### src/rtl/pulse_rate_pkg.sv
// Shared encodings for the pulse rate governor.
// Class codes double as the rate command encoding.
package pulse_rate_pkg;

    typedef enum logic [1:0] {
        CLS_NONE   = 2'b00,
        CLS_FAST   = 2'b01,
        CLS_NORMAL = 2'b10,
        CLS_SLOW   = 2'b11
    } cls_e;

    typedef enum logic [1:0] {
        ST_IDLE = 2'b00,
        ST_RUN  = 2'b01,
        ST_PEND = 2'b10
    } state_e;

    localparam int MATCH_W = 3;

endpackage

### src/rtl/pulse_rate_governor_gap_classifier.sv
// Measures low-gaps between pulses on x and classifies them.
// Also raises stall once a gap reaches the timeout.
module gap_classifier
    import pulse_rate_pkg::*;
#(
    parameter int CNT_W      = 4,
    parameter int FAST_MAX   = 1,
    parameter int NORMAL_MAX = 2,
    parameter int TIMEOUT    = 12
) (
    input  logic       clk,
    input  logic       rst,
    input  logic       x_i,
    output cls_e       cls_o,
    output logic       cls_valid_o,
    output logic       stall_o
);

    localparam logic [CNT_W-1:0] GAP_MAX = {CNT_W{1'b1}};
    localparam logic [CNT_W-1:0] F_MAX   = CNT_W'(FAST_MAX);
    localparam logic [CNT_W-1:0] N_MAX   = CNT_W'(NORMAL_MAX);
    localparam logic [CNT_W-1:0] TMO     = CNT_W'(TIMEOUT);

    logic             armed_q, armed_d;
    logic [CNT_W-1:0] gap_q, gap_d;
    logic [CNT_W-1:0] gap_inc;
    cls_e             cls_q, cls_d;
    cls_e             gap_cls;
    logic             cls_valid_q, cls_valid_d;
    logic             stall_q, stall_d;

    always_ff @(posedge clk or negedge rst) begin
        if (!rst) begin
            armed_q     <= 1'b0;
            gap_q       <= '0;
            cls_q       <= CLS_NONE;
            cls_valid_q <= 1'b0;
            stall_q     <= 1'b0;
        end else begin
            armed_q     <= armed_d;
            gap_q       <= gap_d;
            cls_q       <= cls_d;
            cls_valid_q <= cls_valid_d;
            stall_q     <= stall_d;
        end
    end

    always_comb begin
        gap_cls = CLS_SLOW;
        unique case (1'b1)
            (gap_q <= F_MAX):                     gap_cls = CLS_FAST;
            (gap_q > F_MAX && gap_q <= N_MAX):    gap_cls = CLS_NORMAL;
            (gap_q > N_MAX):                      gap_cls = CLS_SLOW;
            default:                              gap_cls = CLS_SLOW;
        endcase
    end

    // Saturate rather than wrap so very long gaps still read as SLOW.
    assign gap_inc = (gap_q == GAP_MAX) ? gap_q : gap_q + CNT_W'(1);

    always_comb begin
        armed_d     = armed_q;
        gap_d       = gap_q;
        cls_d       = cls_q;
        cls_valid_d = 1'b0;
        stall_d     = stall_q;
        if (!armed_q) begin
            if (x_i) armed_d = 1'b1;
        end else if (x_i) begin
            gap_d   = '0;
            stall_d = 1'b0;
            if (gap_q != '0) begin
                cls_d       = gap_cls;
                cls_valid_d = 1'b1;
            end
        end else begin
            gap_d = gap_inc;
            if (gap_inc >= TMO) stall_d = 1'b1;
        end
    end

    assign cls_o       = cls_q;
    assign cls_valid_o = cls_valid_q;
    assign stall_o     = stall_q;

endmodule

### src/rtl/pulse_rate_governor.sv
// Rate governor: debounces gap classes into a stable command.
// A stall overrides everything and forces the SLOW command.
module pulse_rate_governor
    import pulse_rate_pkg::*;
#(
    parameter int CNT_W      = 4,
    parameter int FAST_MAX   = 1,
    parameter int NORMAL_MAX = 2,
    parameter int CONFIRM    = 2,
    parameter int TIMEOUT    = 12
) (
    input  logic       clk,
    input  logic       rst,
    input  logic       x,
    output logic [1:0] cls,
    output logic       cls_valid,
    output logic [1:0] cmd,
    output logic       cmd_chg,
    output logic       stall
);

    localparam logic [MATCH_W-1:0] CONF = MATCH_W'(CONFIRM);

    cls_e               cls_w;
    logic               cls_valid_w;
    logic               stall_w;
    logic               stall_rise;

    state_e             state_q, state_d;
    cls_e               cmd_q, cmd_d;
    cls_e               cand_q, cand_d;
    logic [MATCH_W-1:0] cnt_q, cnt_d;
    logic               chg_q, chg_d;
    logic               stall_prev_q;

    gap_classifier #(
        .CNT_W      (CNT_W),
        .FAST_MAX   (FAST_MAX),
        .NORMAL_MAX (NORMAL_MAX),
        .TIMEOUT    (TIMEOUT)
    ) u_gap (
        .clk         (clk),
        .rst         (rst),
        .x_i         (x),
        .cls_o       (cls_w),
        .cls_valid_o (cls_valid_w),
        .stall_o     (stall_w)
    );

    assign stall_rise = stall_w & ~stall_prev_q;

    always_ff @(posedge clk or negedge rst) begin
        if (!rst) begin
            state_q      <= ST_IDLE;
            cmd_q        <= CLS_NONE;
            cand_q       <= CLS_NONE;
            cnt_q        <= '0;
            chg_q        <= 1'b0;
            stall_prev_q <= 1'b0;
        end else begin
            state_q      <= state_d;
            cmd_q        <= cmd_d;
            cand_q       <= cand_d;
            cnt_q        <= cnt_d;
            chg_q        <= chg_d;
            stall_prev_q <= stall_w;
        end
    end

    always_comb begin
        state_d = state_q;
        cmd_d   = cmd_q;
        cand_d  = cand_q;
        cnt_d   = cnt_q;
        chg_d   = 1'b0;
        if (stall_rise) begin
            cmd_d   = CLS_SLOW;
            chg_d   = (cmd_q != CLS_SLOW);
            cand_d  = CLS_NONE;
            cnt_d   = '0;
            state_d = ST_RUN;
        end else if (cls_valid_w) begin
            unique case (state_q)
                ST_IDLE: begin
                    cmd_d   = cls_w;
                    chg_d   = 1'b1;
                    state_d = ST_RUN;
                end
                ST_RUN: begin
                    if (cls_w != cmd_q) begin
                        if (CONFIRM == 1) begin
                            cmd_d = cls_w;
                            chg_d = 1'b1;
                        end else begin
                            cand_d  = cls_w;
                            cnt_d   = MATCH_W'(1);
                            state_d = ST_PEND;
                        end
                    end
                end
                ST_PEND: begin
                    if (cls_w == cand_q) begin
                        if (cnt_q + MATCH_W'(1) >= CONF) begin
                            cmd_d   = cand_q;
                            chg_d   = 1'b1;
                            cnt_d   = '0;
                            state_d = ST_RUN;
                        end else begin
                            cnt_d = cnt_q + MATCH_W'(1);
                        end
                    end else if (cls_w == cmd_q) begin
                        cnt_d   = '0;
                        state_d = ST_RUN;
                    end else begin
                        cand_d = cls_w;
                        cnt_d  = MATCH_W'(1);
                    end
                end
                default: state_d = ST_IDLE;
            endcase
        end
    end

    assign cls       = cls_w;
    assign cls_valid = cls_valid_w;
    assign cmd       = cmd_q;
    assign cmd_chg   = chg_q;
    assign stall     = stall_w;

endmodule

### config.mk
export PLATFORM = sky130hd
export DESIGN_NAME = pulse_rate_governor
export DESIGN_NICKNAME = d
export VERILOG_FILES = /design/src/rtl/pulse_rate_pkg.sv /design/src/rtl/pulse_rate_governor_gap_classifier.sv /design/src/rtl/pulse_rate_governor.sv
export SDC_FILE = /design/constraint.sdc
export NUM_CORES = 1
export LEC_CHECK = 0
export CELL_PAD_IN_SITES_DETAIL_PLACEMENT = 1
export CELL_PAD_IN_SITES_GLOBAL_PLACEMENT = 1
export CORE_MARGIN = 2
export CORE_UTILIZATION = 30
export CTS_CLUSTER_SIZE = 24
export DETAILED_ROUTE_END_ITERATION = 8
export PLACE_DENSITY_LB_ADDON = 0.15
export SYNTH_ARGS = -nofsm -noshare
export SYNTH_HDL_FRONTEND = slang
export SYNTH_SLANG_ARGS = --single-unit
### constraint.sdc
create_clock -name clk -period 1.57 [get_ports clk]
set_input_delay 0.314 -clock clk [delete_from_list [all_inputs] [get_ports clk]]
set_output_delay 0.314 -clock clk [all_outputs]
set_load 0.05 [all_outputs]
## Word-level counts from Yosys, hierarchy flattened

Cells that the tools add are included.

| word-level totals | value |
|---|---|
| flip-flop bits (word level) | 20 |
| output and inout bits | 7 |
| logic and storage cells | 87 |

| cells by class | value |
|---|---|
| eq/ne operators | 14 |
| $add $sub $neg | 2 |
| mux-type cells | 40 |
| $lt $le $gt $ge | 5 |
| bitwise operators | 2 |
| reductions and logical operators | 13 |

Operators by type and width:

| kind | number |
|---|---|
| two-way mux 2 bit | 15 |
| two-way mux 3 bit | 5 |
| inequality test 3 bit, second input constant | 5 |
| two-way mux 1 bit | 12 |
| one-hot mux 2 bit (2 select lines) | 3 |
| two-way mux 4 bit | 2 |
| inequality test 4 bit, second input constant | 2 |
| AND reduction 4 bit | 2 |
| one-hot mux 2 bit (3 select lines) | 1 |
| one-hot mux 3 bit (2 select lines) | 1 |
| AND reduction 3 bit | 2 |
| nonzero test 3 bit | 2 |
| AND reduction 5 bit | 1 |
| adder 4 x 1 -> 4 bit, second input constant | 1 |
| == test 2 bit | 2 |
| == test 4 bit, second input constant | 1 |
| >= comparator 4 bit, second input constant | 1 |
| greater-than comparator 4 x 1 -> 1 bit, second input constant | 1 |
| <= comparator 4 x 1 -> 1 bit, second input constant | 1 |
| <= comparator 4 x 2 -> 1 bit, second input constant | 1 |
| nonzero test 2 bit | 2 |
| nonzero test 4 bit | 1 |
| adder 3 x 1 -> 3 bit, second input constant | 1 |
| >= comparator 3 x 2 -> 1 bit, second input constant | 1 |
| 10 further kinds | 10 |

## Depth between registers and ports, before layout

Gate-level depths: netlist of the first run.

| logic depth | value |
|---|---|
| word-level depth | 7 |
| gate-level depth with buffers | 6 |
| gate-level depth less buffers | 6 |

## Hierarchy

Synthesis of the first run repeated with hierarchy kept, for this count alone.

| second synthesis, totals | value |
|---|---|
| cells, all modules | 118 |
| area, all modules | 1194.9 µm² |

By module, submodules not included:

| module | instances | cells each | area an instance (µm²) | sequential area each (µm²) |
|---|---|---|---|---|
| pulse_rate_governor | 1 | 69 | 684.4 | 275.3 |
| gap_classifier | 1 | 49 | 510.5 | 225.2 |

## Worst setup path before layout of the first run

Ideal clock, no wire load.

| timing path | value |
|---|---|
| kind | register to register |
| from | register u_gap.cls_q[0], in the netlist u_gap.cls_o[0] |
| to | register state_q[1] |
| cell stages (with the launch flop) | 6 |
| buffers on the path | 1 |
| arrival | 1.772 ns |
| required time | 1.439 ns |
| clock period less this slack | 1.903 ns |
| slack | -0.333 ns |
| path through | dfrtp_1 > buf_2 > xor2_1 > o211ai_1 > and4b_1 > or3_1 |

| between the ends | value |
|---|---|
| word-level cells in the longest chain between the ends | 5 |
| elaborated cells on any way between the ends | 11 |
| those cells by class | eq/ne (6); mux (4); reduce/logical (1) |

RTL lines:

| what | RTL line | text |
|---|---|---|
| from (decl) | pulse_rate_governor_gap_classifier.sv:27 | `cls_e cls_q, cls_d;` |
| from (signal assigned) | pulse_rate_governor_gap_classifier.sv:42 | `cls_q <= cls_d;` |
| == test 2 bit | pulse_rate_governor.sv:102 | `if (cls_w == cand_q) begin` |
| two-way mux 2 bit | pulse_rate_governor.sv:102 |  |
| one-hot mux 2 bit (3 select lines) | pulse_rate_governor.sv:83 | `unique case (state_q)` |
| two-way mux 2 bit | pulse_rate_governor.sv:82 | `end else if (cls_valid_w) begin` |
| two-way mux 2 bit | pulse_rate_governor.sv:76 | `if (stall_rise) begin` |
| to (signal assigned) | pulse_rate_governor.sv:61 | `state_q <= state_d;` |
| to (decl) | pulse_rate_governor.sv:29 | `state_e state_q, state_d;` |

Several ways; a longest one is shown, not always the timed one. The select of a mux whose other input is x is not followed.
A chain may end at the register's enable or synchronous reset.

## Final worst setup path of the first run

| timing path | value |
|---|---|
| from | register cnt_q[1] |
| to | register cnt_q[0] |

| between the ends | value |
|---|---|
| word-level cells in the longest chain between the ends | 7 |

RTL lines:

| what | RTL line | text |
|---|---|---|
| from (decl) | pulse_rate_governor.sv:32 | `logic [MATCH_W-1:0] cnt_q, cnt_d;` |
| from (signal assigned) | pulse_rate_governor.sv:64 | `cnt_q <= cnt_d;` |
| adder 3 x 1 -> 3 bit | pulse_rate_governor.sv:103 | `if (cnt_q + MATCH_W'(1) >= CONF) begin` |
| >= comparator 3 x 2 -> 1 bit | pulse_rate_governor.sv:103 |  |
| two-way mux 3 bit | pulse_rate_governor.sv:103 |  |
| two-way mux 3 bit | pulse_rate_governor.sv:102 |  |
| one-hot mux 3 bit (2 select lines) | pulse_rate_governor.sv:83 |  |
| two-way mux 3 bit | pulse_rate_governor.sv:82 |  |
| two-way mux 3 bit | pulse_rate_governor.sv:76 |  |

No other way between the ends. The select of a mux whose other input is x is not followed.

==> results.json, run 1 <==
{
  "status": "finished with violations",
  "violations": "negative setup slack",
  "setup_violations": 3,
  "die_w_um": 66.8,
  "cts-hold-fix-buffers": 0,
  "dpl_cell_area_mm2": 0.00151,
  "hold_path_class": "primary input to async pin",
  "cp.arrival_ns": 1.99,
  "holdWs_ns": 0.389,
  "fin_crit_ns": 1.80,
  "num_antenna_cells": 0,
  "syn_avg_cell_area_um2": 9.79,
  "finalHoldViolCount": 0,
  "final_cells": 196,
  "clk-insertion-delay-late_ns": 0.27,
  "grt_pass1_vias": 1064,
  "cp-end-kind": "flop",
  "numCtsBuffers": 3,
  "layout_commonest_cell": "buf_4",
  "rsz0062_at_grt": "yes",
  "ys_ff_latch": 20,
  "die_area_mm2": 0.00447,
  "final_area_mm2": 0.00165,
  "track_usage_pct": 14.7,
  "ios": 10,
  "die_y_um": 66.8,
  "synth_warnings": 0,
  "pwr-share-seq_pct": 28.4,
  "tightest_slew_ns": 0.340,
  "num-nets-final": 159,
  "cts-root-buf": "clkbuf_8",
  "design.core.area_mm2": 0.00372,
  "ir_drop_v": 0.000632,
  "dr.pass1.iters": 4,
  "grt_first_pass_wirelength_mm": 4.80,
  "antenna_found_initial": 0,
  "start_kind": "flop",
  "dp.cells": 191,
  "grt_max_degree": 21,
  "worst_slack_ns": -0.227,
  "setup_tns_ns": -0.432,
  "p_comb_share_pct": 52.5,
  "worstSetupPathType": "flop to flop",
  "swShare_pct": 38.5,
  "pwr-share-clk_pct": 19.1,
  "slew_viol_final": 0,
  "start_util_pct": 31.9,
  "cts_sinks": 20,
  "max_cap_viol_count": 0,
  "overflow": 0,
  "cts_tree": "yes",
  "total_power_mw": 2.80,
  "path_clk_slew_ns": 0.08,
  "p_per_area_mw_per_mm2": 1700,
  "synth_top_flop_cell": "dfrtp_1",
  "drive_above_1_share_pct": 31.8,
  "numPortBuffers": 9,
  "final_cell_mix": "buf_4, dfrtp_1, nor2_1, inv_1",
  "fin_util_pct": 44.3,
  "synthesis.area_mm2": 0.00118,
  "vias": 956,
  "rows": 22,
  "area.growth.synth_to_final_pct": 39.0,
  "synth.yosys.seq_area_share_pct": 42.2,
  "drc": 0,
  "max-clock-path-buffers": 2,
  "wl_per_cell_um": 14.3,
  "finalWeightedCongestion": 0.744,
  "wl_mm": 2.80,
  "p_leak_nw": 0.746,
  "cp.required_ns": 1.76,
  "synthArstFlopShare_pct": 100,
  "synth_fp_nets": 131,
  "place_ws_ns": -0.267,
  "synth-edff-count": 0,
  "finalCritPeriodShare_pct": 114,
  "path_max_fanout": 3,
  "fmax_mhz": 556,
  "slew_headroom_pct": 77.3,
  "p_int_mw": 1.72,
  "drt-vias-per-instance": 4.88,
  "drtAntennaViolNets": 0,
  "drt_iter0_markers": 28,
  "ctsHtreeMaxLevel": 1,
  "power_switching_mw": 1.08,
  "yosysUniqueCellTypes": 41,
  "dp_hpwl_mm": 2.14,
  "final.setup_skew_ns": 0.00219,
  "syn_inst": 121
}
-- flip-flops by register name (all words and copies together) (netlist names) --
signal             flops
u_gap.cls_valid_o      1
u_gap.cls_o            2
cand_q                 2
u_gap.armed_q          1
stall_prev_q           1
cmd_chg                1
cnt_q                  3
u_gap.stall_o          1
u_gap.gap_q            4
state_q                2
cmd                    2
-- per-layer routing --
layer,vias to the layer above,share of wire (%),GRT usage (%)
met5,-,0,0
met3,4,3.0,4.22
li1,477,-,-
met4,0,1.6,6.63
met1,463,41,14.5
met2,12,54,28.1
-- power by group through the flow --
stage               sequential (mW)  clock [mW]  combinational (mW)
floorplan                     0.941           0               0.627
global placement              0.777           0                1.33
detailed placement            0.784           0                1.37
CTS                           0.780       0.558                1.45
global route                  0.814       0.578                1.59
finish                        0.795       0.536                1.47
-- synth_stat cells, types with 2 or more instances --
master    instances  share of area [%]
dfrtp_1          20                 42
inv_1             8                2.5
nor2_1            8                2.5
ha_1              7                7.4
nand2_1           6                1.9
nor2b_1           5                2.6
a21oi_1           4                1.7
clkbuf_1          4                1.3
mux2i_1           4                3.4
nor3_1            4                1.7
o21ai_0           4                1.7
xor2_1            4                3.0
and3_1            3                1.6
nand2b_1          3                1.6
nand3_1           3                1.3
o21ai_1           3                1.3
xnor2_1           3                2.2
a211oi_1          2                1.3
a21boi_0          2                1.3
o211ai_1          2                1.3
o221ai_1          2                1.5
-- cells by family after synthesis --
group	after synthesis	share of synthesized area, %
and+or+nand+nor	39	17.4
muxes	5	4.33
adders and majority gates	7	7.39
xor gates and xnor gates	8	6.55
DFF	20	42.2
AOI/OAI and AO/OA	28	16.9
buffers and inverters	14	5.17
-- cell type report --
class / count / area, um^2
Clock buffer: 3 / 41.3
Inverter: 8 / 30.0
Clock inverter: 1 / 30.0
Fill cell: 426 / 2070
Sequential cell: 20 / 504
Timing Repair Buffer: 29 / 298
Multi-Input combinational cell: 87 / 683
Tap cell: 48 / 60.1
-- final timing paths --
kind                               start        endpoint  slack (ns)  depth (start not counted)
min                                  rst       cand_q[1]        0.39                          2
min reg2reg                u_gap.stall_o    stall_prev_q        0.48                          0
max                             cnt_q[1]        cnt_q[0]       -0.23                          6
max in group asynchronous            rst  u_gap.cls_o[1]        0.94                          2
max reg2reg                     cnt_q[1]        cnt_q[0]       -0.23                          6
min in group clk           u_gap.stall_o    stall_prev_q        0.48                          0
-- critical path: stages (launching register included) --
cell and delay (ns):
dfrtp_1 0.42, inv_2 0.07, ha_4 0.27, nand2b_1 0.06, or4_1 0.52, o211a_1 0.24
a211oi_2 0.14
-- timing repair --
action                     in CTS  in global routing
hold endpoints to repair        0                  0
setup endpoints to repair       5                  9
pin swaps                       5                  6
gates resized for setup         4                  8
setup buffers                   2                  0
Power figures use the tool's default switching activity.
==> inputs of run 2 (changes only) <==
==> constraint.sdc (replaced) <==
create_clock -name clk -period 1.6 [get_ports clk]
set_input_delay 0.32 -clock clk [delete_from_list [all_inputs] [get_ports clk]]
set_output_delay 0.32 -clock clk [all_outputs]
set_load 0.05 [all_outputs]
==> results.json, run 2 (synthesized netlist as in run 1, its figures left out) <==
{
  "cts_sinks": 20,
  "finalCritPeriodShare_pct": 110,
  "cp.arrival_ns": 1.93,
  "crit_slowest_cell": "or4_1",
  "final.setup_skew_ns": 0.00700,
  "antenna_found_initial": 0,
  "cp-end-kind": "flop",
  "num-nets-final": 156,
  "numPortBuffers": 9,
  "design.core.area_mm2": 0.00372,
  "slowest_delay_ns": 0.51,
  "drt-vias-per-instance": 5.06,
  "reg_top3": "u_gap.gap_q (4), cnt_q (3)",
  "fill_cells": 430,
  "dp.cells": 189,
  "finalHoldViolCount": 0,
  "clk-insertion-delay-late_ns": 0.26,
  "status": "finished with violations",
  "critPathTopFamily": "simple AND/OR/NAND/NOR gates",
  "worstSetupPathType": "flop to flop",
  "final_cell_mix": "dfrtp_1, buf_4, nor2_1, inv_1, buf_12",
  "numCtsBuffers": 3,
  "cp.required_ns": 1.78,
  "p_leak_nw": 0.721,
  "dr.pass1.iters": 2,
  "slew_headroom_pct": 71.2,
  "ctsHtreeMaxLevel": 1,
  "drt_iter0_markers": 34,
  "max_cap_viol_count": 0,
  "start_kind": "flop",
  "max-clock-path-buffers": 2,
  "wl_mm": 2.82,
  "wl_per_cell_um": 14.6,
  "final_cells": 193,
  "fmax_mhz": 571,
  "grt_first_pass_wirelength_mm": 4.91,
  "ios": 10,
  "hold_path_class": "primary input to async pin",
  "rows": 22,
  "grt_pass1_vias": 1048,
  "grt_max_degree": 21,
  "crit_chain": "inv_2 -> ha_4 -> nand2b_1 -> or4_1 -> o211a_1 -> a211oi_2",
  "worst_slack_ns": -0.153,
  "p_per_area_mw_per_mm2": 1600,
  "cts-root-buf": "clkbuf_8",
  "setup_violations": 3,
  "fin_util_pct": 42.8,
  "track_usage_pct": 14.5,
  "cts_tree": "yes",
  "path_max_fanout": 3,
  "num_antenna_cells": 0,
  "die_y_um": 66.8,
  "die_area_mm2": 0.00447,
  "dp_hpwl_mm": 2.18,
  "fin_crit_ns": 1.75,
  "die_w_um": 66.8,
  "finalWeightedCongestion": 0.770,
  "start_util_pct": 31.9,
  "largest_reg_flops": 4,
  "tightest_slew_ns": 0.431,
  "ir_drop_v": 0.000474,
  "drtAntennaViolNets": 0,
  "drc": 0,
  "slew_viol_final": 0,
  "drive_above_1_share_pct": 27.6,
  "area.growth.synth_to_final_pct": 34.3,
  "path_clk_slew_ns": 0.08,
  "vias": 976,
  "rsz0062_at_grt": "yes",
  "path_buf_inv": 1,
  "largest-register": "u_gap.gap_q",
  "cts-hold-fix-buffers": 0,
  "overflow": 0,
  "violations": "negative setup slack"
}
-- run 2: cell types whose count changed in the layout (fill, tap and decap cells not counted), sizes merged --
cell | before | now
buf | 27 | 24
bufinv | 1 | 0
clkbuf | 3 | 4
-- run 2: through the flow --
step	TNS [ns]	hold slack [ns]	power, mW	setup slack (ns)	instance area [um^2]
floorplan	-0.339	0.0244	1.54	-0.181	1190
global placement	-0.321	0.462	2.09	-0.149	1500
detailed placement	-0.582	0.475	2.14	-0.219	1500
CTS	-0.423	0.423	2.50	-0.191	1560
global route	-0.618	0.423	2.73	-0.216	1590
finish	-0.321	0.408	2.55	-0.153	1590
-- run 2: layout make-up --
cell class                      count  area (um^2)  area share [%]
Clock buffer                        4         45.0            2.83
Inverter                            8         30.0            1.89
Multi-Input combinational cell     87          664            41.7
Sequential cell                    20          504            31.7
Tap cell                           48         60.1            3.77
Timing Repair Buffer               26          288            18.1
-- run 2: worst register-to-register path, delay by kind of cell, from the launching register on --
family | cells | cell delay [ns]
and+or+nand+nor | 2 | 0.56
adders and majority gates | 1 | 0.27
buffers and inverters | 1 | 0.07
DFF | 1 | 0.42
AOI/OAI and AO/OA | 2 | 0.36
-- run 2: what timing repair did --
item	in CTS	in global routing
endpoints found under the setup margin	5	6
resized for setup	2	6
setup buffers	0	1
pin swaps	6	6
-- run 2: final timing paths --
path,startpoint,end,slack (ns),depth (start not counted)
min in group clk,u_gap.stall_o,stall_prev_q,0.49,0
hold / removal,rst,cmd_chg,0.41,2
setup / recovery,cnt_q[1],cnt_q[0],-0.15,6
setup reg to reg,cnt_q[1],cnt_q[0],-0.15,6
max in group asynchronous,rst,cnt_q[0],0.95,2
hold reg to reg,u_gap.stall_o,stall_prev_q,0.49,0
-- run 2: where the power goes --
part	leakage (nW)	internal [mW]	total (mW)	switching, mW
clock	0.0228	0.177	0.350	0.173
sequential	0.243	0.632	0.781	0.149
combinational	0.455	0.702	1.42	0.718
total	0.721	1.51	2.55	1.04
-- run 2: routing by layer --
metal | vias up | share of wire, % | wire [um] | global-route usage (%)
met5 | - | 0 | 0 | 0
met4 | 0 | 0.60 | 17 | 3.83
met2 | 6 | 53 | 1510 | 27.0
met3 | 2 | 1.8 | 50 | 2.03
met1 | 499 | 44 | 1240 | 17.1
li1 | 469 | - | - | -
